### src/rtl/hpu_pkg.sv
// Shared types and core-pipeline timing constants for the core-array control stage.
package hpu_pkg;

  typedef enum logic [2:0] {
    IDLE  = 3'd0,
    INIT  = 3'd1,
    RUN   = 3'd2,
    DRAIN = 3'd3,
    OUT   = 3'd4
  } seq_state_t;

  // Cycles from exec to the sum landing in acc_left, and from init to the clear.
  localparam int CORE_EXEC_LAT = 3;
  localparam int CORE_INIT_LAT = 2;

endpackage

### src/rtl/core_sequencer.sv
// Control stage for one core chain: feeds item indices into every core, waits out the
// core pipeline, then shifts all NCORE accumulators out through core 0.
module core_sequencer
  import hpu_pkg::*;
#(
  parameter int NCORE = 8,
  parameter int DW    = 32
) (
  input  logic                clk,
  input  logic                rst,
  input  logic                s_valid,
  output logic                s_ready,
  input  logic [NCORE*DW-1:0] s_data,
  input  logic                s_last,
  output logic                init,
  output logic                exec,
  output logic [NCORE*DW-1:0] exec_src_data,
  output logic                update,
  output logic                out_period,
  input  logic [DW-1:0]       acc_in,
  output logic                m_valid,
  input  logic                m_ready,
  output logic [DW-1:0]       m_data,
  output logic                m_last,
  output logic                busy
);

  localparam int IW = (NCORE > 1) ? $clog2(NCORE) : 1;
  localparam logic [IW-1:0] IDX_LAST = IW'(NCORE - 1);
  localparam logic [1:0]    CNT_LAST = 2'(CORE_EXEC_LAT - 1);

  seq_state_t          state_q;
  logic [IW-1:0]       idx_q;
  logic [1:0]          cnt_q;
  logic [NCORE*DW-1:0] src_q;

  always_ff @(posedge clk) begin
    if (rst) begin
      state_q <= IDLE;
      idx_q   <= '0;
      cnt_q   <= '0;
      src_q   <= '0;
    end else begin
      case (state_q)
        // The beat that woke us is left on the bus and taken in RUN.
        IDLE: if (s_valid) state_q <= INIT;
        INIT: state_q <= RUN;
        RUN: begin
          if (s_valid) begin
            src_q <= s_data;
            if (s_last) begin
              state_q <= DRAIN;
              cnt_q   <= '0;
            end
          end
        end
        DRAIN: begin
          if (cnt_q == CNT_LAST) begin
            state_q <= OUT;
            idx_q   <= '0;
          end else begin
            cnt_q <= cnt_q + 2'd1;
          end
        end
        OUT: begin
          if (m_ready) begin
            if (idx_q == IDX_LAST) begin
              state_q <= IDLE;
            end else begin
              idx_q <= idx_q + 1'b1;
            end
          end
        end
        default: state_q <= IDLE;
      endcase
    end
  end

  // Every output is decoded from registered state; only the two handshakes are combinational.
  assign s_ready       = (state_q == RUN);
  assign exec          = s_valid && s_ready;
  assign init          = (state_q == INIT);
  assign exec_src_data = src_q;
  assign m_valid       = (state_q == OUT);
  assign m_data        = acc_in;
  assign m_last        = m_valid && (idx_q == IDX_LAST);
  // Word 0 reads acc_left directly and the same cycle's shift loads acc_left of the neighbour.
  assign update        = m_valid && (idx_q == '0);
  assign out_period    = m_valid && m_ready;
  assign busy          = (state_q != IDLE);

endmodule

### config.mk
export PLATFORM = sky130hd
export DESIGN_NAME = core_sequencer
export DESIGN_NICKNAME = d
export VERILOG_FILES = /design/src/rtl/hpu_pkg.sv /design/src/rtl/core_sequencer.sv
export SDC_FILE = /design/constraint.sdc
export NUM_CORES = 1
export LEC_CHECK = 0
export ABC_AREA = 0
export CAP_MARGIN = 20
export CELL_PAD_IN_SITES_DETAIL_PLACEMENT = 0
export CELL_PAD_IN_SITES_GLOBAL_PLACEMENT = 2
export CORE_AREA = 2 2 229 231
export DETAILED_ROUTE_END_ITERATION = 7
export DIE_AREA = 0 0 231 233
export DONT_BUFFER_PORTS = 1
export GPL_TIMING_DRIVEN = 0
export PLACE_DENSITY = 0.63
export SKIP_CTS_REPAIR_TIMING = 1
export SLEW_MARGIN = 40
export SYNTH_ARGS = -nofsm -noshare
export SYNTH_HDL_FRONTEND = slang
export SYNTH_SLANG_ARGS = --single-unit
### constraint.sdc
create_clock -name clk -period 1.9 [get_ports clk]
set_input_delay 0.475 -clock clk [delete_from_list [all_inputs] [get_ports clk]]
set_output_delay 0.475 -clock clk [all_outputs]
set_load 0.02 [all_outputs]
* Word level (Yosys, flattened, before mapping) *
Index checks and enable logic that the tools add are counted.

word-level totals
  flip-flop bits (word level) = 264
  output and inout port bits = 296
  word-level logic and storage cells = 48
  bits of input ports = 293

cells by class
  reduce and logical (&&, ||, !) cells = 13
  muxes and demuxes = 15
  eq/ne operators = 14
  add/subtract/negate cells = 2

operators by type and width
  kind                                                   count
  two-way mux 3 bit                                      9
  case mux 3 bit (5 select lines)                        1
  inequality test 2 bit, second input constant           5
  AND reduction 4 bit                                    2
  equality test 3 x 2 -> 1 bit, second input constant    2
  equality test 3 bit, second input constant             2
  logical NOT 3 bit                                      2
  two-way mux 2 bit                                      3
  inequality test 2 x 1 -> 1 bit, second input constant  3
  case mux 3 bit (2 select lines)                        1
  AND reduction 6 bit                                    1
  logical AND 1 bit                                      4
  case mux 2 bit (2 select lines)                        1
  nonzero test 2 bit                                     2
  adder 3 x 1 -> 3 bit, second input constant            1
  equality test 3 x 1 -> 1 bit, second input constant    1
  nonzero test 3 bit                                     1
  adder 2 x 1 -> 2 bit, second input constant            1
  equality test 2 bit, second input constant             1
  AND reduction 2 bit                                    1

* Logic depth before layout (Yosys ltp) *
Gate-level depths: netlist (run 1).

  word-level depth = 4
  mapped depth = 8
  gate-level depth less buffers = 5

* Worst setup path after synthesis (run 1) *
No wires, ideal clock.

  kind = flip-flop to output port
  from = reg state_q[2]
  to = out update
  slack = 0.225 ns
  required time = 1.425 ns
  cell stages (with the launch flop) = 4
  arrival time = 1.200 ns
  path through = dfxtp_1 > buf_6 > nor3b_2 > and3b_1

between the ends
  word-level cells in the longest chain between the ends = 2

ends and longest elaborated chain
  what                      line                  text
  start: declaration        core_sequencer.sv:32  seq_state_t state_q;
  start signal: assignment  core_sequencer.sv:39  state_q <= IDLE;
  start signal: assignment  core_sequencer.sv:46  IDLE: if (s_valid) state_q <= INIT;
  start signal: assignment  core_sequencer.sv:47  INIT: state_q <= RUN;
  equality test 3 bit       core_sequencer.sv:84  assign m_valid = (state_q == OUT);
  named net m_valid         core_sequencer.sv:21  output logic m_valid,
  logical AND 1 bit         core_sequencer.sv:88  assign update = m_valid && (idx_q == '0);
  end: declaration          core_sequencer.sv:18  output logic update,

The timed path passes the listed nets, and every way through them passes these cells.

* Worst setup path in the final report (run 1) *
Same ends and word-level chain as after synthesis.

==> results.toml, run 1 <==
[run_status]
outcome = "complete, but fails checks"
violations = "negative setup slack"

[synthesis]
netlist_top_cells_area = "dfxtp_1, a21oi_2, nand2_2"
netlist_area_sq_mm = 0.0111
yosysTopAreaCellShare_pct = 47.6
synth_top_area_cell = "dfxtp_1"
ys_warn_count = 0
synth_compound_area_share_pct = 18.7
yosys.area_share.simple_pct = 23.6
muxShareOfSynthArea_pct = 0.271
seq_area_frac_synth_pct = 47.6
ys_ff_latch = 264
async_flop_share_pct = 0
synth_ff_type = "dfxtp_1"
synthAdderAreaFrac_pct = 0.451
syn_nets = 1501
syn_avg_cell_area_sq_um = 9.21
synth_top_family_by_area = "simple AND/OR/NAND/NOR gates"
synthDistinctLibCells = 33
synth_xor_area_share_pct = 0
synth_cells = 1204
synth_edf_count = 0

[layout]
drive_gt1_share_pct = 44.0
fill_cells = 5520
insertedDiodeCount = 0
instances_no_fill = 1956
area_delta_synth_final_pct = 19.4
regArea_sq_mm = 0.00529
final_nets = 1556
multiInputGateArea_sq_mm = 0.00482

[sta]
finClkSkew_ns = 0.0175
fmax_mhz = 448
period_share_pct = 117
rsz0062_at_grt = "yes"
tightest_slew_ns = 0.805
finalHoldViolations = 0
whs_ns = 0.0184
fin_tns_setup_ns = -1.61
min_period_ns = 2.23
setup_slack_ns = -0.332
slew_headroom_pct = 46.4
slew_violations = 0
setup-violations-final = 7

[routing]
wire_per_inst_um = 19.3
routed-via-count = 8077
ant_nets = 0
drc = 0
viasPerCell = 4.13
drt_wl_total_um = 37700
first_iter_violations = 225
first_pass_iters = 5

[power_and_ir_drop]
internal_power_uw = 9540
p_comb_share_pct = 8.0
peakVddDrop_mv = 0.554
clkPwrFrac_pct = 44.9
p_sw_share_pct = 26.0
power.density_mw_per_mm2 = 973
p_leak_uw = 0.00414
seq_power_share_pct = 47.1
p_total_uw = 12900
netSwitchingPower_uw = 3350

[global_route]
grt_pass1_vias = 7936
grt.overflow.total = 0
use_met1_pct = 14.5
use_met3_pct = 4.83
grt_pass1_wl_um = 53000
grt_use_met2_pct = 22.7
grt_util_all_layers_pct = 12.9
antenna_found_initial = 0
grt_start_max_net_pins = 15
gr-max-usage-layer = "met2"

[clock_network]
cts_buffers = 31
cts_tree = "built"
cts_htree_levels = 1
clk_latency_ns = 0.57
clock_sinks = 264
cts_root_buf = "clkbuf_16"
cts_buffer_depth = 3
clkTransAtPathRegs_ns = 0.06

[die]
num_io_pins = 589
core-area_sq_mm = 0.0511
fp.dieW_um = 231
rows = 83
initial_utilization_pct = 21.7
die_height_um = 233
design.die.area_sq_mm = 0.0538

[worst_setup_path]
crit_slowest_cell = "nor3b_4"
cp.required_ns = 1.42
cp_max_fo = 6
worstSetupEndpointType = "output port"
cp_slowest_stage_delay_ns = 0.42
critical_path_class = "reg2out"
crit_chain = "buf_6, nor3b_4, and3b_2"
arrival_ns = 1.76
worst_setup_path_start_kind = "flip-flop"

[placement]
dpl_worst_slack_ns = -0.119
place_inst = 1884
io_buffer_count = 0
place_congestion = 0.756
dp_hpwl_um = 29100

[job]
drv_cap = 0

[hold_path]
hold_class = "in2reg"
==> routing by layer <==
metal,up-vias,wire (um)
met1,3744,14200
li1,3944,-
met3,46,3770
met2,343,18900
met5,-,0
met4,0,865
==> through the flow <==
step           utilization [%]  instance area (sq um)
2_1_floorplan                -                  11100
6_report                  25.9                  13200
4_1_cts                   25.3                  12900
3_3_place_gp              23.4                  11900
3_5_place_dp              23.4                  11900
5_1_grt                   25.9                  13200
==> critical path: cells and delay by family (launching register included) <==
| kind | cells | cell delay (ns) |
|---|---|---|
| buf+inv | 1 | 0.09 |
| flops | 1 | 0.32 |
| simple gates | 2 | 0.77 |
==> synthesized netlist by cell type, types with 2 or more instances <==
library cell	n
mux2i_1	3
buf_2	31
a21oi_2	200
buf_6	5
nand2_2	200
nand2_1	321
nand3b_1	5
nor3_1	2
dfxtp_1	264
nand2b_1	2
inv_1	5
nand3_1	2
buf_12	22
a21oi_1	58
and2_1	2
buf_4	32
clkbuf_1	31
ha_1	4
==> power groups by stage <==
| stage | clock, uW | sequential, uW | combinational [uW] |
|---|---|---|---|
| final | 5790 | 6060 | 1030 |
| after global placement | 0 | 6190 | 990 |
| after detailed placement | 0 | 6190 | 998 |
| after CTS | 6010 | 6070 | 1000 |
| after global routing | 6230 | 6080 | 1140 |
| after floorplan | 0 | 6120 | 802 |
==> final cells by class <==
class | instances | share of cell area [%]
timing repair buffer | 22 | 1.64
clock buffer | 44 | 6.91
multi-input combinational | 813 | 36.4
buffer | 121 | 8.00
tap | 680 | 6.42
inverter | 6 | 0.265
clock inverter | 6 | 0.444
sequential | 264 | 40.0
==> sequential cells by signal (all words and copies together) (netlist names) <==
| name | cells |
|---|---|
| state_q | 3 |
| exec_src_data | 256 |
| idx_q | 3 |
| cnt_q | 2 |
==> path summary, 6_finish.rpt <==
| path | slack, ns | end | cells past startpoint | startpoint |
|---|---|---|---|---|
| max | -0.33 | update | 3 | state_q[2] |
| min | 0.02 | exec_src_data[27] | 2 | s_data[27] |
| max reg2reg | 0.12 | exec_src_data[53] | 9 | state_q[2] |
| min reg2reg | 0.47 | cnt_q[1] | 2 | cnt_q[1] |
==> cell usage in the layout (no fill, tap or decap), drive strengths merged, types with 2 or more instances in the layout <==
cell type      n
a21oi        258
and2           2
buf           97
clkbuf        79
clkinv         6
dfxtp        264
dlygate4sd3   11
ha             4
inv            5
mux2i          3
nand2        521
nand2b         2
nand3          2
nand3b         5
nor3           2
nor3b          2
==> kinds of logic (layout without fill, tap and decap cells) <==
family	count (synthesis)	after routing
AOI/OAI and AO/OA	262	262
DFF	264	264
and+or+nand+nor	544	544
buffers and inverters	127	199
adders and majority gates	4	4
muxes	3	3
Power figures use the tool's default switching activity.
==> inputs of run 2 (changes only) <==
--- a/config.mk
+++ b/config.mk
@@ -10,6 +10,7 @@
 export CELL_PAD_IN_SITES_DETAIL_PLACEMENT = 0
 export CELL_PAD_IN_SITES_GLOBAL_PLACEMENT = 2
 export CORE_AREA = 2 2 229 231
+export CTS_CLUSTER_DIAMETER = 80
 export DETAILED_ROUTE_END_ITERATION = 7
 export DIE_AREA = 0 0 231 233
 export DONT_BUFFER_PORTS = 1
==> results.toml, run 2 (same netlist as run 1, synthesis figures left out) <==
[run_status]
outcome = "complete, but fails checks"
violations = "negative setup slack"

[die]
die_height_um = 233
fp.dieW_um = 231
design.die.area_sq_mm = 0.0538
core-area_sq_mm = 0.0511
rows = 83
initial_utilization_pct = 21.7
num_io_pins = 589

[routing]
drt_wl_total_um = 37900
ant_nets = 0
first_iter_violations = 245
routed-via-count = 8093
wire_per_inst_um = 19.4
first_pass_iters = 4
viasPerCell = 4.13
drc = 0

[job]
drv_cap = 0

[sta]
setup_slack_ns = -0.267
fin_tns_setup_ns = -1.20
period_share_pct = 114
slew_headroom_pct = 44.9
slew_violations = 0
finalHoldViolations = 0
setup-violations-final = 6
fmax_mhz = 461
finClkSkew_ns = 0.0133
min_period_ns = 2.17
rsz0062_at_grt = "yes"
tightest_slew_ns = 0.826
whs_ns = 0.0657

[layout]
insertedDiodeCount = 0
largest_reg_flops = 256
layout_commonest_cell = "nand2_1"
mostFrequentLayoutCells = "nand2_1, dfxtp_1, nand2_2, a21oi_2, a21oi_1"
final_util_pct = 26.1
final_nets = 1550
drive_gt1_share_pct = 44.8
stdcell_area_sq_mm = 0.0133
area_delta_synth_final_pct = 20.1

[clock_network]
clk_latency_ns = 0.52
cts_tree = "built"
cts_htree_levels = 2
clock_sinks = 264
cts_buffer_depth = 3
cts_root_buf = "clkbuf_16"
cts_buffers = 35
clkTransAtPathRegs_ns = 0.06

[worst_setup_path]
critical_path_class = "reg2out"
cp_max_fo = 6
r2r_setup_slack_ns = 0.13
worst_setup_path_start_kind = "flip-flop"
r2r_end = "exec_src_data[53]"
worstSetupEndpointType = "output port"
reg2reg_depth = 9
cp.required_ns = 1.42
rr_startpoint = "state_q[2]"
arrival_ns = 1.69

[power_and_ir_drop]
peakVddDrop_mv = 0.491
p_total_uw = 13600
power.density_mw_per_mm2 = 1020
p_leak_uw = 0.00418

[hold_path]
min_path_cells = 2
hold_class = "in2reg"
hp-start = "s_data[42]"
hold_end = "exec_src_data[42]"

[global_route]
grt_util_all_layers_pct = 13.2
grt_start_max_net_pins = 13
antenna_found_initial = 0
grt.overflow.total = 0
grt_pass1_vias = 7979
grt_pass1_wl_um = 53500

[placement]
io_buffer_count = 0
place_congestion = 0.756
dp_hpwl_um = 29100
place_area_sq_mm = 0.0119
==> run 2: cell count changes in the layout (fill, tap and decap cells not counted), sizes merged <==
cell	change
dlygate4sd3	-11
clkbuf	+7
buf	+3
inv	+3
bufinv	-1
clkinvlp	+1
==> run 2: power by group <==
group          total [uW]  switching, uW  internal (uW)
logic                1010            625            390
clock network        6550           2590           3960
registers            6060            351           5710
total               13600           3560          10100
==> run 2: critical path: stages, from the launching register on <==
cell	delay, ns
dfxtp_2	0.32
buf_6	0.09
nor3b_4	0.41
and3b_2	0.35
==> run 2: stage by stage <==
stage	worst slack (ns)	std cells
2_1_floorplan	0.225	1204
3_3_place_gp	-0.242	1884
3_5_place_dp	-0.119	1884
4_1_cts	-0.622	1946
5_1_grt	-0.389	1958
6_report	-0.267	1958
==> run 2: routing by layer <==
metal,GRT usage [%],share of wire [%]
met1,14.5,38
met2,22.8,50
met3,5.69,10
met4,4.01,2.3
met5,0,0
==> run 2: cell type report <==
class	count	area [sq um]
Inverter	6	35.0
Buffer	121	1060
Sequential cell	264	5290
Fill cell	5509	37800
Clock buffer	53	1090
Clock inverter	9	63.8
Tap cell	680	851
Timing Repair Buffer	12	115
Multi-Input combinational cell	813	4820
==> run 2: how the worst max path moves through the flow <==
stage                     cells after the start  slack [ns]       start           endpoint
after CTS                                     2       -0.62  state_q[0]               init
after global routing                          3       -0.39  state_q[2]             update
after global placement                        3       -0.24         rst           cnt_q[1]
after floorplan                               3        0.23  state_q[2]             update
final                                         3       -0.27  state_q[2]             update
after detailed placement                      3       -0.12         rst  exec_src_data[90]
